$ cat src/rtl/adc_trig_seq.sv
// ADC trigger sequencer: turns the synchronized trigger level into one capture
// window (edge detect -> delay -> window -> hold-off) and counts accepted/missed triggers.
module adc_trig_seq #(
    parameter int DLY_W = 8,
    parameter int LEN_W = 12,
    parameter int CNT_W = 16
) (
    input  logic             clk2,
    input  logic             rstb,
    input  logic             trig_s,
    input  logic             enable,
    input  logic [DLY_W-1:0] delay,
    input  logic [LEN_W-1:0] length,
    input  logic [DLY_W-1:0] holdoff,
    input  logic             clr_cnt,
    output logic             capture_en,
    output logic             capture_first,
    output logic             capture_last,
    output logic             busy,
    output logic [CNT_W-1:0] trig_cnt,
    output logic [CNT_W-1:0] miss_cnt
);

    localparam int CW = (LEN_W > DLY_W) ? LEN_W : DLY_W;

    typedef enum logic [1:0] {IDLE, DELAY, CAPTURE, HOLDOFF} state_t;

    state_t           state, state_nxt;
    logic [CW-1:0]    cnt, cnt_nxt;
    logic [LEN_W-1:0] len_q;
    logic [DLY_W-1:0] ho_q;
    logic [LEN_W-1:0] len_m1;
    logic             trig_d;
    logic             rise, accept;
    logic             en_nxt, first_nxt, last_nxt, busy_nxt;

    assign rise   = trig_s & ~trig_d;
    assign accept = rise & enable & (state == IDLE);
    // Window length is stored minus one so that a length of 0 or 1 both give a single cycle.
    assign len_m1 = (length == '0) ? '0 : length - LEN_W'(1);

    // NOTE: every register here uses <= so all flops update from pre-edge values.
    always_ff @(posedge clk2 or negedge rstb) begin
        if (!rstb) begin
            state  <= IDLE;
            cnt    <= '0;
            len_q  <= '0;
            ho_q   <= '0;
            trig_d <= 1'b1;
        end else begin
            state  <= state_nxt;
            cnt    <= cnt_nxt;
            trig_d <= trig_s;
            if (accept) begin
                len_q <= len_m1;
                ho_q  <= holdoff;
            end
        end
    end

    // NOTE: defaults at the top of each always_comb keep it free of inferred latches.
    always_comb begin
        state_nxt = state;
        cnt_nxt   = cnt;
        unique case (state)
            IDLE: begin
                if (accept) begin
                    if (delay == '0) begin
                        state_nxt = CAPTURE;
                        cnt_nxt   = CW'(len_m1);
                    end else begin
                        state_nxt = DELAY;
                        cnt_nxt   = CW'(delay - DLY_W'(1));
                    end
                end
            end
            DELAY: begin
                if (cnt == '0) begin
                    state_nxt = CAPTURE;
                    cnt_nxt   = CW'(len_q);
                end else begin
                    cnt_nxt = cnt - CW'(1);
                end
            end
            CAPTURE: begin
                if (cnt == '0) begin
                    if (ho_q != '0) begin
                        state_nxt = HOLDOFF;
                        cnt_nxt   = CW'(ho_q - DLY_W'(1));
                    end else begin
                        state_nxt = IDLE;
                    end
                end else begin
                    cnt_nxt = cnt - CW'(1);
                end
            end
            HOLDOFF: begin
                if (cnt == '0) begin
                    state_nxt = IDLE;
                end else begin
                    cnt_nxt = cnt - CW'(1);
                end
            end
            default: state_nxt = IDLE;
        endcase
    end

    // Outputs are decoded from the next state so the registered versions line up with it.
    always_comb begin
        en_nxt    = (state_nxt == CAPTURE);
        first_nxt = (state_nxt == CAPTURE) && (state != CAPTURE);
        last_nxt  = (state_nxt == CAPTURE) && (cnt_nxt == '0);
        busy_nxt  = (state_nxt != IDLE);
    end

    always_ff @(posedge clk2 or negedge rstb) begin
        if (!rstb) begin
            capture_en    <= 1'b0;
            capture_first <= 1'b0;
            capture_last  <= 1'b0;
            busy          <= 1'b0;
        end else begin
            capture_en    <= en_nxt;
            capture_first <= first_nxt;
            capture_last  <= last_nxt;
            busy          <= busy_nxt;
        end
    end

    // Clear wins over a simultaneous increment; both counters saturate at all-ones.
    always_ff @(posedge clk2 or negedge rstb) begin
        if (!rstb) begin
            trig_cnt <= '0;
            miss_cnt <= '0;
        end else if (clr_cnt) begin
            trig_cnt <= '0;
            miss_cnt <= '0;
        end else begin
            if (accept && (trig_cnt != '1)) trig_cnt <= trig_cnt + CNT_W'(1);
            if (rise && !accept && (miss_cnt != '1)) miss_cnt <= miss_cnt + CNT_W'(1);
        end
    end

endmodule

$ cat config.mk
export PLATFORM = sky130hd
export DESIGN_NAME = adc_trig_seq
export DESIGN_NICKNAME = d
export VERILOG_FILES = /design/src/rtl/adc_trig_seq.sv
export SDC_FILE = /design/constraint.sdc
export NUM_CORES = 1
export LEC_CHECK = 0
export ABC_CLOCK_PERIOD_IN_PS = 5800
export CAP_MARGIN = 20
export CORE_MARGIN = 4
export CORE_UTILIZATION = 59
export CTS_CLUSTER_DIAMETER = 80
export DETAILED_ROUTE_END_ITERATION = 7
export PLACE_DENSITY = 0.86
export SLEW_MARGIN = 20
export SYNTH_ARGS = -nofsm -noshare
export SYNTH_HDL_FRONTEND = slang
export SYNTH_SLANG_ARGS = --single-unit
$ cat constraint.sdc
create_clock -name clk2 -period 5.8 [get_ports clk2]
set_clock_uncertainty 0.15 [all_clocks]
set_input_delay 1.74 -clock clk2 [delete_from_list [all_inputs] [get_ports clk2]]
set_output_delay 1.74 -clock clk2 [all_outputs]
set_load 0.03 [all_outputs]
### After elaboration in Yosys (flattened, before gate mapping)

Cells that the tools add are included.

* flip-flop bits (word level): 71
* bits in latches: 0
* memory bits (writable): 0
* bits in read-only memories: 0
* input bits: 33
* output and inout port bits: 36
* memories: 0

* $add $sub $neg: 6
* $mul: 0
* divide/modulo/power cells: 0
* magnitude comparators: 0
* eq/ne operators: 7
* shifts and indexed selects: 0
* muxes and demuxes: 19
* bitwise logic cells: 4
* reductions and logical operators: 15

Operator list (number)
* two-way mux 12 bit: 7
* two-way mux 16 bit: 4
* one-hot mux 12 bit (4 select lines): 1
* logical NOT 12 bit: 3
* adder 16 x 1 -> 16 bit (second input constant): 2
* inequality test 16 bit (second input constant): 2
* subtractor 12 x 1 -> 12 bit (second input constant): 2
* subtractor 8 x 1 -> 9 bit (second input constant): 2
* two-way mux 2 bit: 6
* logical NOT 8 bit: 1
* one-hot mux 2 bit (4 select lines): 1
* nonzero test 8 bit: 1
* equality test 2 bit (second input constant): 3
* nonzero test 2 bit: 3
* logical AND 1 bit: 5
* AND 1 bit: 3
* equality test 2 x 1 -> 1 bit (second input constant): 1
* logical NOT 2 bit: 1
* inequality test 2 bit (second input constant): 1
* logical NOT 1 bit: 1
* NOT 1 bit: 1

### Logic depth before layout (Yosys ltp)

Gate-level depths: netlist of the first run.

* word-level depth: 9
* mapped depth: 10
* mapped depth without buffers: 9

### Least setup slack after synthesis of the first run

Ideal clock, no wire load.

* path kind: in2reg
* start point: input delay[0]
* end point: register capture_last
* library setup time: 96 ps
* arrival: 3937 ps
* data required time: 5554 ps
* slack: 1617 ps
* stages on the path: 8
* buffers on the path: 0
* cells stage by stage: inv_1 -> ha_1 -> or4b_4 -> nor4_4 -> o21ai_2 -> or3b_1 -> or4_1 -> nor4_2

* word-level cells in the longest chain between the ends: 6
* elaborated cells between the ends (all ways): 11
* those cells by class: add/sub (1); eq/ne (1); mux (6); reduce/logical (3)

Ends and longest elaborated chain
* start, declared: line 12 `input logic [DLY_W-1:0] delay,`
* subtractor 8 x 1 -> 9 bit / logical NOT 8 bit (equally long branches): line 73, 68
* two-way mux 12 bit / two-way mux 2 bit (equally long branches): line 68 `if (delay == '0) begin`
* two-way mux 12 bit / two-way mux 2 bit (equally long branches): line 67 `if (accept) begin`
* one-hot mux 12 bit (4 select lines) / one-hot mux 2 bit (4 select lines) (equally long branches): line 65 `unique case (state)`
* logical NOT 12 bit / equality test 2 bit (equally long branches): line 112 `last_nxt = (state_nxt == CAPTURE) && (cnt_nxt == '0);`
* logical AND 1 bit (*): line 112
* via last_nxt: line 35 `logic en_nxt, first_nxt, last_nxt, busy_nxt;`
* end signal, assigned: line 125 `capture_last <= last_nxt;`
* end, declared: line 18 `output logic capture_last,`

The timed path passes the listed nets; every way through them passes the cells marked *.
A chain may end at the register's enable or synchronous reset.

### Final worst setup path of the first run

* start point: input length[0]
* end point: register capture_last

* word-level cells in the longest chain between the ends: 7
* elaborated cells between the ends (all ways): 8
* those cells by class: add/sub (1); mux (4); reduce/logical (3)

Ends and longest elaborated chain
* start, declared: line 13 `input logic [LEN_W-1:0] length,`
* subtractor 12 x 1 -> 12 bit / logical NOT 12 bit (equally long branches): line 40 `assign len_m1 = (length == '0) ? '0 : length - LEN_W'(1);`
* two-way mux 12 bit (*): line 40
* two-way mux 12 bit (*): line 68
* two-way mux 12 bit (*): line 67
* one-hot mux 12 bit (4 select lines) (*): line 65
* via cnt_nxt[2]: line 29 `logic [CW-1:0] cnt, cnt_nxt;`
* logical NOT 12 bit (*): line 112
* logical AND 1 bit (*): line 112
* via last_nxt: line 35

Marked as above.

==> flow_metrics.env, run 1 <==
export IMPL_status="complete, no violations"
export IMPL_p_comb_frac=0.299
export IMPL_hold_path_class="register to register"
export IMPL_reg2reg_to="capture_last$_DFF_PN0_"
export IMPL_num_vias=4174
export IMPL_port_buffers=68
export IMPL_worstSetupStartpointType="input port"
export IMPL_dp_cells=655
export IMPL_async_flop_share=1.00
export IMPL_initial_core_util=0.608
export IMPL_final_nets=608
export IMPL_critPathArrivalTime_ns=4.85
export IMPL_die_w_um=94.5
export IMPL_clkPwrFrac=0.243
export IMPL_use_met1=0.411
export IMPL_ant_nets=0
export IMPL_critPathKind="input port to register"
export IMPL_synthTopCellsByCount="dfrtp_1, nand2_1, nor2_1"
export IMPL_fp_row_count=31
export IMPL_first_iter_violations=247
export IMPL_viasPerCell=6.23
export IMPL_finalWeightedCongestion=0.964
export IMPL_swShare=0.382
export IMPL_die_h_um=94.5
export IMPL_dieArea_um2=8920
export IMPL_hold_depth=2
export IMPL_rr_startpoint="cnt[0]$_DFF_PN0_"
export IMPL_setup_viol=0
export IMPL_endpoint_kind="register"
export IMPL_worst_pin_slew_ns=1.11
export IMPL_rr_worst_depth=9
export IMPL_syn_nets=545
export IMPL_synth_cell_types=74
export IMPL_cpPeakStageDelay_ns=0.53
export IMPL_root_buffer="clkbuf_8"
export IMPL_dr_pass1_iters=5
export IMPL_cts_tree="yes"
export IMPL_tns_ns=0
export IMPL_clockBufferDepth=2
export IMPL_io_pins=69
export IMPL_post_dp_hpwl_um=9260
export IMPL_grt_pass1_vias=4097
export IMPL_syn_area_um2=4410
export IMPL_synth_edff_count=0
export IMPL_overflow=0
export IMPL_clock_latency_ns=0.35
export IMPL_ctsHoldBuffers=0
export IMPL_critPathRequiredTime_ns=5.90
export IMPL_r2r_slack_ns=2.27
export IMPL_synthFlopType="dfrtp_1"
export IMPL_antenna_found_initial=0
export IMPL_drv_cap=0
export IMPL_cts_resized=0
export IMPL_met3_usage=0.0813
export IMPL_use_met2=0.480
export IMPL_holdCritStartpoint="len_q[3]$_DFFE_PN0P_"
export IMPL_p_int_w=0.00100
export IMPL_synth_seq_cells=71
export IMPL_grt_busiest_layer="met2"
export IMPL_finalMaxSlewViolations=0
export IMPL_grt_setup_unrepaired="false"
export IMPL_ys_seq_area_frac=0.403
export IMPL_p_sw_w=0.000619
export IMPL_avgSynthCellArea_um2=8.75
export IMPL_clkTransAtPathRegs_ns=0.08
export IMPL_min_to="len_q[3]$_DFFE_PN0P_"
export IMPL_route_detailed_drc=0
export IMPL_grt_usage=0.305
export IMPL_min_period_ns=4.75
export IMPL_worstPathMaxFanout=8
export IMPL_p_per_area_nw_per_um2=303
export IMPL_fin_crit_sh=0.819
export IMPL_stdcell_count=670
export IMPL_yosysTopAreaCell="dfrtp_1"
export IMPL_finalWirelength_um=12700
export IMPL_cts_sinks=71
export IMPL_p_seq_frac=0.458
export IMPL_yosysMostFrequentCell="dfrtp_1"
export IMPL_leakage_nw=2.15
export IMPL_cp_slowest_cell="clkdlybuf4s50_1"
export IMPL_peakVddDrop_uv=167
export IMPL_fill_cells=560
export IMPL_hold_viol=0
export IMPL_htree_levels=3
export IMPL_synth_top_cell_area_share=0.397
export IMPL_ys_top_cells_by_area="dfrtp_1, nand2_1, xor2_1, nor2_1, a21oi_1"
export IMPL_drt_wirelength_per_cell_um=18.9
export IMPL_syn_inst=504
export IMPL_fmax_mhz=210
export IMPL_antenna_diode_count=0
export IMPL_worst_slew_margin_rel=0.246
export IMPL_fp_coreArea_um2=7250
export IMPL_numCtsBuffers=9
export IMPL_drive_gt1_frac=0.0841
export IMPL_path_cells="clkdlybuf4s50_1 -> inv_1 -> ha_1 -> nor3b_2 -> nand4b_1 -> nand3_1 -> a211oi_2 -> or3b_1 -> or4_1 -> nor4_2"
export IMPL_area_growth_pct=21.0
export IMPL_yosysWarnings=0
export IMPL_grt_pass1_wl_um=21100
export IMPL_post_cts_repair_setup_buffers=0
export IMPL_grt_max_degree=39
-- critical path, delay by kind of cell --
kind / cells / cell delay [ns]
adders and majority gates: 1 / 0.18
and+or+nand+nor: 6 / 2.20
AOI/OAI and AO/OA: 1 / 0.09
buffers and inverters: 2 / 0.64
-- placed cells by master, fill, tap and decap left out, drive strengths merged, types with 3 or more instances in the layout --
cell	Yosys	routed
o31a	3	3
mux2i	4	4
or3b	3	3
nand3	27	27
a31o	3	3
a211oi	4	4
xor2	29	29
o21ai	26	26
and3	3	3
a31oi	6	6
nand4b	4	4
a21oi	29	29
or3	8	8
nor4	10	10
nand2	68	68
ha	8	8
nor2	59	59
or4	8	8
buf	5	6
nand3b	4	4
clkdlybuf4s50	0	66
inv	18	19
o21a	3	3
nand4	8	8
and4	5	5
o31ai	8	8
nor3	10	10
clkbuf	15	10
xnor2	15	15
dfrtp	70	70
-- registers in the layout (all words and copies together), names as in the netlist --
| signal | flops |
|---|---|
| trig_d | 1 |
| miss_cnt | 16 |
| busy | 1 |
| cnt | 12 |
| ho_q | 8 |
| len_q | 12 |
| capture_last | 1 |
| capture_first | 1 |
| state | 2 |
| capture_en | 1 |
| trig_cnt | 16 |
-- power by group through the flow --
stage          Clock [W]  Sequential, W  Combinational [W]
2_1_floorplan          0       0.000689           0.000355
3_3_place_gp           0       0.000740           0.000464
3_5_place_dp           0       0.000746           0.000469
4_1_cts         0.000398       0.000736           0.000475
5_1_grt         0.000425       0.000754           0.000537
6_report        0.000393       0.000742           0.000484
-- kinds of logic (layout without fill, tap and decap cells) --
kind of cell / count (synthesis) / after routing / synth area share
xor gates and xnor gates: 44 / 44 / 0.0874
muxes: 6 / 6 / 0.0142
and+or+nand+nor: 230 / 230 / 0.278
adders and majority gates: 8 / 8 / 0.0227
DFF: 71 / 71 / 0.403
AOI/OAI and AO/OA: 107 / 107 / 0.160
buffers and inverters: 38 / 105 / 0.0340
-- area by class of cell --
class                           count  area, µm²  area share
Inverter                           18       67.6      0.0127
Clock inverter                      5       58.8      0.0110
Timing Repair Buffer               72        701       0.131
Multi-Input combinational cell    395       2480       0.465
Tap cell                           99        124      0.0232
Sequential cell                    71       1780       0.333
Clock buffer                       10        128      0.0239
-- per-layer routing --
metal	up-vias	wire length [µm]	share of wire
met5	-	0	0
met2	189	5920	0.47
li1	1949	-	-
met1	2014	5430	0.43
met3	22	1020	0.080
met4	0	303	0.024
-- how the worst max path moves through the flow --
stage | startpoint | endpoint | slack [ns] | cells after the start
floorplan | delay[0] | capture_last$_DFF_PN0_ | 1.62 | 8
global placement | length[0] | capture_last$_DFF_PN0_ | 0.88 | 10
detailed placement | length[0] | capture_last$_DFF_PN0_ | 0.81 | 10
finish | length[0] | capture_last$_DFF_PN0_ | 1.05 | 10
global route | length[0] | capture_last$_DFF_PN0_ | 0.86 | 10
CTS | length[0] | capture_last$_DFF_PN0_ | 1.14 | 10
-- through the flow --
step                hold WS, ns  utilization  instance area, µm²  worst slack [ns]  total power, W
floorplan                 0.289            -                4410              1.62         0.00104
global placement          0.306        0.711                5160             0.879         0.00120
detailed placement        0.322        0.711                5160             0.808         0.00122
CTS                       0.340        0.737                5340              1.14         0.00161
global route              0.380        0.736                5340             0.856         0.00171
finish                    0.338        0.736                5340              1.05         0.00162
Note: power is estimated with default switching activity, not from simulation.
==> run 2, diff against run 1 <==
--- a/config.mk
+++ b/config.mk
@@ -5,13 +5,13 @@
 export SDC_FILE = /design/constraint.sdc
 export NUM_CORES = 1
 export LEC_CHECK = 0
-export ABC_CLOCK_PERIOD_IN_PS = 5800
+export ABC_CLOCK_PERIOD_IN_PS = 4600
 export CAP_MARGIN = 20
 export CORE_MARGIN = 4
-export CORE_UTILIZATION = 59
+export CORE_UTILIZATION = 54
 export CTS_CLUSTER_DIAMETER = 80
 export DETAILED_ROUTE_END_ITERATION = 7
-export PLACE_DENSITY = 0.86
+export PLACE_DENSITY = 0.8
 export SLEW_MARGIN = 20
 export SYNTH_ARGS = -nofsm -noshare
 export SYNTH_HDL_FRONTEND = slang
==> constraint.sdc (replaced) <==
create_clock -name clk2 -period 4.6 [get_ports clk2]
set_clock_uncertainty 0.15 [all_clocks]
set_input_delay 1.38 -clock clk2 [delete_from_list [all_inputs] [get_ports clk2]]
set_output_delay 1.38 -clock clk2 [all_outputs]
set_load 0.03 [all_outputs]
==> run 2 against run 1 <==
Global-route usage fell by 4.6 points; count of clock-buffer cells in the layout is 1 lower; setup slack got worse by 0.54 ns; sequential power rose by 26%; die area is 8.5% higher; highest routed layer unchanged; utilization is 4.6 points lower; cell area grew 1.4%; largest cell class unchanged; cell count is 1.5% higher.
==> flow_metrics.env, run 2 (same netlist as run 1, synthesis figures left out) <==
export IMPL_worst_pin_slew_ns=0.920
export IMPL_wl_met1_um=5300
export IMPL_fin_crit_sh=0.889
export IMPL_cts_resized=0
export IMPL_cts_sinks=71
export IMPL_grt_pass1_wl_um=20500
export IMPL_antenna_diode_count=0
export IMPL_tns_ns=0
export IMPL_endpoint_kind="register"
export IMPL_design_area_um2=5410
export IMPL_hold_path_class="register to register"
export IMPL_maxUsedRoutingLayer="met4"
export IMPL_clockBufferDepth=2
export IMPL_critPathKind="input port to register"
export IMPL_p_per_area_nw_per_um2=379
export IMPL_grt_max_degree=33
export IMPL_root_buffer="clkbuf_8"
export IMPL_io_pins=69
export IMPL_post_cts_repair_setup_buffers=0
export IMPL_grt_setup_unrepaired="false"
export IMPL_ctsHoldBuffers=0
export IMPL_overflow=0
export IMPL_worst_slew_margin_rel=0.384
export IMPL_critPathArrivalTime_ns=4.21
export IMPL_area_growth_pct=22.7
export IMPL_numCtsBuffers=9
export IMPL_fmax_mhz=245
export IMPL_dr_pass1_iters=5
export IMPL_clkTransAtPathRegs_ns=0.09
export IMPL_cts_tree="yes"
export IMPL_drive_gt1_frac=0.0969
export IMPL_grt_pass1_vias=4113
export IMPL_viasPerCell=6.17
export IMPL_clock_latency_ns=0.36
export IMPL_die_h_um=98.4
export IMPL_final_cell_mix="dfrtp_1, nand2_1, clkdlybuf4s50_1"
export IMPL_port_buffers=68
export IMPL_final_util=0.690
export IMPL_setup_viol=0
export IMPL_hold_viol=0
export IMPL_critPathRequiredTime_ns=4.72
export IMPL_layout_commonest_cell="dfrtp_1"
export IMPL_num_vias=4198
export IMPL_die_w_um=98.4
export IMPL_placed_cell_area_um2=5220
export IMPL_ant_nets=0
export IMPL_worstPathMaxFanout=8
export IMPL_peakVddDrop_uv=172
export IMPL_status="complete, no violations"
export IMPL_fp_coreArea_um2=7850
export IMPL_worstSetupStartpointType="input port"
export IMPL_initial_core_util=0.562
export IMPL_drt_wirelength_per_cell_um=18.0
export IMPL_final_nets=614
export IMPL_post_dp_hpwl_um=9020
export IMPL_drv_cap=0
export IMPL_htree_levels=3
export IMPL_fp_row_count=32
export IMPL_finalWeightedCongestion=0.965
export IMPL_leakage_nw=2.20
export IMPL_antenna_found_initial=0
export IMPL_met2RoutedLength_um=5880
export IMPL_grt_usage=0.259
export IMPL_min_period_ns=4.09
export IMPL_fill_cells=668
export IMPL_finalWirelength_um=12200
export IMPL_finalMaxSlewViolations=0
export IMPL_dieArea_um2=9680
export IMPL_route_detailed_drc=0
export IMPL_wl_met3_um=909
export IMPL_first_iter_violations=279
export IMPL_reg_largest_list="miss_cnt x16, trig_cnt x16"
-- run 2: final timing paths --
check | slack (ns) | depth (start not counted) | start | endpoint
setup reg to reg | 1.05 | 7 | cnt[5]$_DFF_PN0_ | capture_last$_DFF_PN0_
setup / recovery | 0.51 | 10 | delay[0] | capture_last$_DFF_PN0_
hold / removal | 0.33 | 2 | len_q[3]$_DFFE_PN0P_ | len_q[3]$_DFFE_PN0P_
min in group asynchronous | 0.81 | 1 | rstb | ho_q[4]$_DFFE_PN0P_
hold reg to reg | 0.33 | 2 | len_q[3]$_DFFE_PN0P_ | len_q[3]$_DFFE_PN0P_
max in group asynchronous | 2.61 | 3 | rstb | trig_d$_DFF_PN1_
-- run 2: metrics by stage --
stage          total power (W)  cells  setup slack (ns)  hold slack [ns]
4_1_cts                0.00204    680             0.528            0.338
2_1_floorplan          0.00132    504             0.777            0.289
3_3_place_gp           0.00152    663             0.228            0.309
6_report               0.00205    680             0.512            0.334
5_1_grt                0.00216    680             0.275            0.387
3_5_place_dp           0.00153    664             0.158            0.315
-- run 2: report_power, final --
part	internal, W	switching [W]	total, W	leakage, nW
clock	0.000215	0.000294	0.000508	0.101
sequential	0.000750	0.000186	0.000936	0.915
combinational	0.000263	0.000346	0.000609	1.18
-- run 2: per-layer routing --
metal / up-vias / global-route usage
met4: 0 / 0.0578
li1: 1957 / -
met2: 181 / 0.425
met5: - / 0
met3: 14 / 0.0607
met1: 2046 / 0.352
-- run 2: final cells by class --
class,count,area (µm²),area share
Timing Repair Buffer,78,758,0.140
Clock inverter,7,73.8,0.0136
Inverter,18,67.6,0.0125
Sequential cell,71,1780,0.329
Tap cell,102,128,0.0236
Clock buffer,9,124,0.0229
Multi-Input combinational cell,395,2480,0.459
-- run 2: critical path, stage by stage --
cell and delay (ns):
clkdlybuf4s50_1 0.46, inv_1 0.08, ha_1 0.21, or4b_4 0.53, nor2_4 0.23, o31a_1 0.19, a211oi_2 0.07, or3b_1 0.37
or4_1 0.42, nor4_2 0.26
==> run 3, diff against run 2 <==
--- a/config.mk
+++ b/config.mk
@@ -7,11 +7,12 @@
 export LEC_CHECK = 0
 export ABC_CLOCK_PERIOD_IN_PS = 4600
 export CAP_MARGIN = 20
-export CORE_MARGIN = 4
-export CORE_UTILIZATION = 54
+export CORE_MARGIN = 2
+export CORE_UTILIZATION = 45
 export CTS_CLUSTER_DIAMETER = 80
 export DETAILED_ROUTE_END_ITERATION = 7
-export PLACE_DENSITY = 0.8
+export PLACE_DENSITY = 0.69
+export REMOVE_ABC_BUFFERS = 1
 export SLEW_MARGIN = 20
 export SYNTH_ARGS = -nofsm -noshare
 export SYNTH_HDL_FRONTEND = slang
==> run 3 against run 2 <==
Maximum frequency grew 0.50%; largest power group unchanged; flip-flop and latch count did not move; sequential share of layout area decreased by 0.39 points; sequential power fell by 0.7%; wire length decreased by 1.5%; count of clock-buffer cells in the layout up 1; highest routed layer unchanged; global-route usage decreased by 1.3 points; cell count increased by 4.7%; via count down 2.7%.
==> flow_metrics.env, run 3 (same netlist as run 1, synthesis figures left out) <==
export IMPL_grt_pass1_vias=3994
export IMPL_area_growth_pct=24.2
export IMPL_peakVddDrop_uv=155
export IMPL_initial_core_util=0.458
export IMPL_worst_pin_slew_ns=0.898
export IMPL_dieArea_um2=10600
export IMPL_fp_coreArea_um2=9640
export IMPL_r2r_slack_ns=1.49
export IMPL_route_detailed_drc=0
export IMPL_pre_cts_slack_ns=0.138
export IMPL_p_per_area_nw_per_um2=388
export IMPL_die_h_um=103
export IMPL_ant_nets=0
export IMPL_grt_usage=0.246
export IMPL_die_w_um=103
export IMPL_ctsHoldBuffers=0
export IMPL_hold_path_class="register to register"
export IMPL_seqCellArea_um2=1780
export IMPL_post_cts_repair_setup_buffers=0
export IMPL_tns_ns=0
export IMPL_numCtsBuffers=9
export IMPL_drive_gt1_frac=0.0984
export IMPL_finalMaxSlewViolations=0
export IMPL_worst_slew_margin_rel=0.402
export IMPL_placed_cell_area_um2=5250
export IMPL_fp_row_count=36
export IMPL_clock_latency_ns=0.37
export IMPL_cpPeakStageDelay_ns=0.53
export IMPL_min_period_ns=4.07
export IMPL_htree_levels=3
export IMPL_clockBufferDepth=2
export IMPL_status="complete, no violations"
export IMPL_final_cell_mix="dfrtp_1, nand2_1, clkdlybuf4s50_1"
export IMPL_port_buffers=68
export IMPL_finalWirelength_um=12100
export IMPL_reg_largest_list="miss_cnt x16, trig_cnt x16"
export IMPL_multi_input_area_um2=2480
export IMPL_rr_startpoint="cnt[5]$_DFF_PN0_"
export IMPL_hold_depth=2
export IMPL_post_dp_hpwl_um=8820
export IMPL_fmax_mhz=246
export IMPL_antenna_found_initial=0
export IMPL_cts_tree="yes"
export IMPL_fill_cells=910
export IMPL_dr_pass1_iters=6
export IMPL_drv_cap=0
export IMPL_fin_crit_sh=0.884
export IMPL_io_pins=69
export IMPL_path_cells="clkdlybuf4s50_1 -> inv_1 -> ha_1 -> or4b_4 -> nor2_4 -> o31a_1 -> a211oi_2 -> or3b_1 -> or4_1 -> nor4_2"
export IMPL_antenna_diode_count=0
export IMPL_viasPerCell=5.74
export IMPL_overflow=0
export IMPL_cts_resized=0
export IMPL_worstPathMaxFanout=8
export IMPL_critPathArrivalTime_ns=4.20
export IMPL_reg2reg_to="capture_last$_DFF_PN0_"
export IMPL_cts_sinks=71
export IMPL_design_area_um2=5480
export IMPL_holdCritStartpoint="len_q[3]$_DFFE_PN0P_"
export IMPL_leakage_nw=2.22
export IMPL_clkTransAtPathRegs_ns=0.09
export IMPL_root_buffer="clkbuf_8"
export IMPL_finalWeightedCongestion=0.944
export IMPL_final_nets=615
export IMPL_setup_viol=0
export IMPL_worstSetupStartpointType="input port"
export IMPL_critPathKind="input port to register"
export IMPL_cp_slowest_cell="or4b_4"
export IMPL_rr_worst_depth=8
export IMPL_grt_setup_unrepaired="false"
export IMPL_critPathRequiredTime_ns=4.73
export IMPL_grt_pass1_wl_um=20200
export IMPL_final_util=0.568
export IMPL_hold_viol=0
export IMPL_num_vias=4085
export IMPL_grt_max_degree=72
export IMPL_min_to="len_q[3]$_DFFE_PN0P_"
export IMPL_layout_commonest_cell="dfrtp_1"
export IMPL_first_iter_violations=260
export IMPL_endpoint_kind="register"
export IMPL_setup_ws_ns=0.532
export IMPL_drt_wirelength_per_cell_um=16.9
export IMPL_holdWs_ns=0.325
-- run 3: changes by cell type in the layout (fill, tap and decap cells not counted), sizes merged --
cell,before,now
buf,12,13
bufinv,0,2
clkbuf,9,10
inv,23,20
-- run 3: metrics by stage --
stage / cells / power [W]
2_1_floorplan: 484 / 0.00130
5_1_grt: 712 / 0.00225
3_5_place_dp: 696 / 0.00153
3_3_place_gp: 696 / 0.00152
4_1_cts: 712 / 0.00212
6_report: 712 / 0.00212
-- run 3: metal layers --
| metal | global-route usage | wire (µm) | up-vias |
|---|---|---|---|
| met5 | 0 | 0 | - |
| met4 | 0.112 | 395 | 0 |
| met3 | 0.0441 | 753 | 25 |
| met2 | 0.380 | 5440 | 145 |
| met1 | 0.337 | 5460 | 1950 |
| li1 | - | - | 1965 |
-- run 3: power breakdown --
group | switching [W] | internal (W)
Sequential | 0.000179 | 0.000750
Combinational | 0.000348 | 0.000261
Clock | 0.000262 | 0.000324
-- run 3: area by class of cell --
type | count | share of cell area
multi-input combinational | 395 | 0.453
clock inverter | 6 | 0.0167
inverter | 18 | 0.0123
clock buffer | 10 | 0.0251
timing repair buffer | 79 | 0.138
sequential | 71 | 0.325
tap | 133 | 0.0304
-- run 3: worst max-delay path: cells and delay by family --
kind,cells,cell delay [ns]
AO/OA/AOI/OAI,2,0.27
adder cells (fa/ha/maj),1,0.21
buffers and inverters,2,0.53
AND/OR/NAND/NOR,5,1.81
-- run 3: how the worst max path moves through the flow --
| stage | to | cells past startpoint | slack [ns] | start |
|---|---|---|---|---|
| floorplan | capture_last$_DFF_PN0_ | 8 | 0.78 | delay[0] |
| detailed placement | capture_last$_DFF_PN0_ | 10 | 0.14 | delay[0] |
| finish | capture_last$_DFF_PN0_ | 10 | 0.53 | delay[0] |
| CTS | capture_last$_DFF_PN0_ | 10 | 0.54 | delay[0] |
| global route | capture_last$_DFF_PN0_ | 10 | 0.39 | delay[0] |
| global placement | capture_last$_DFF_PN0_ | 10 | 0.24 | delay[0] |
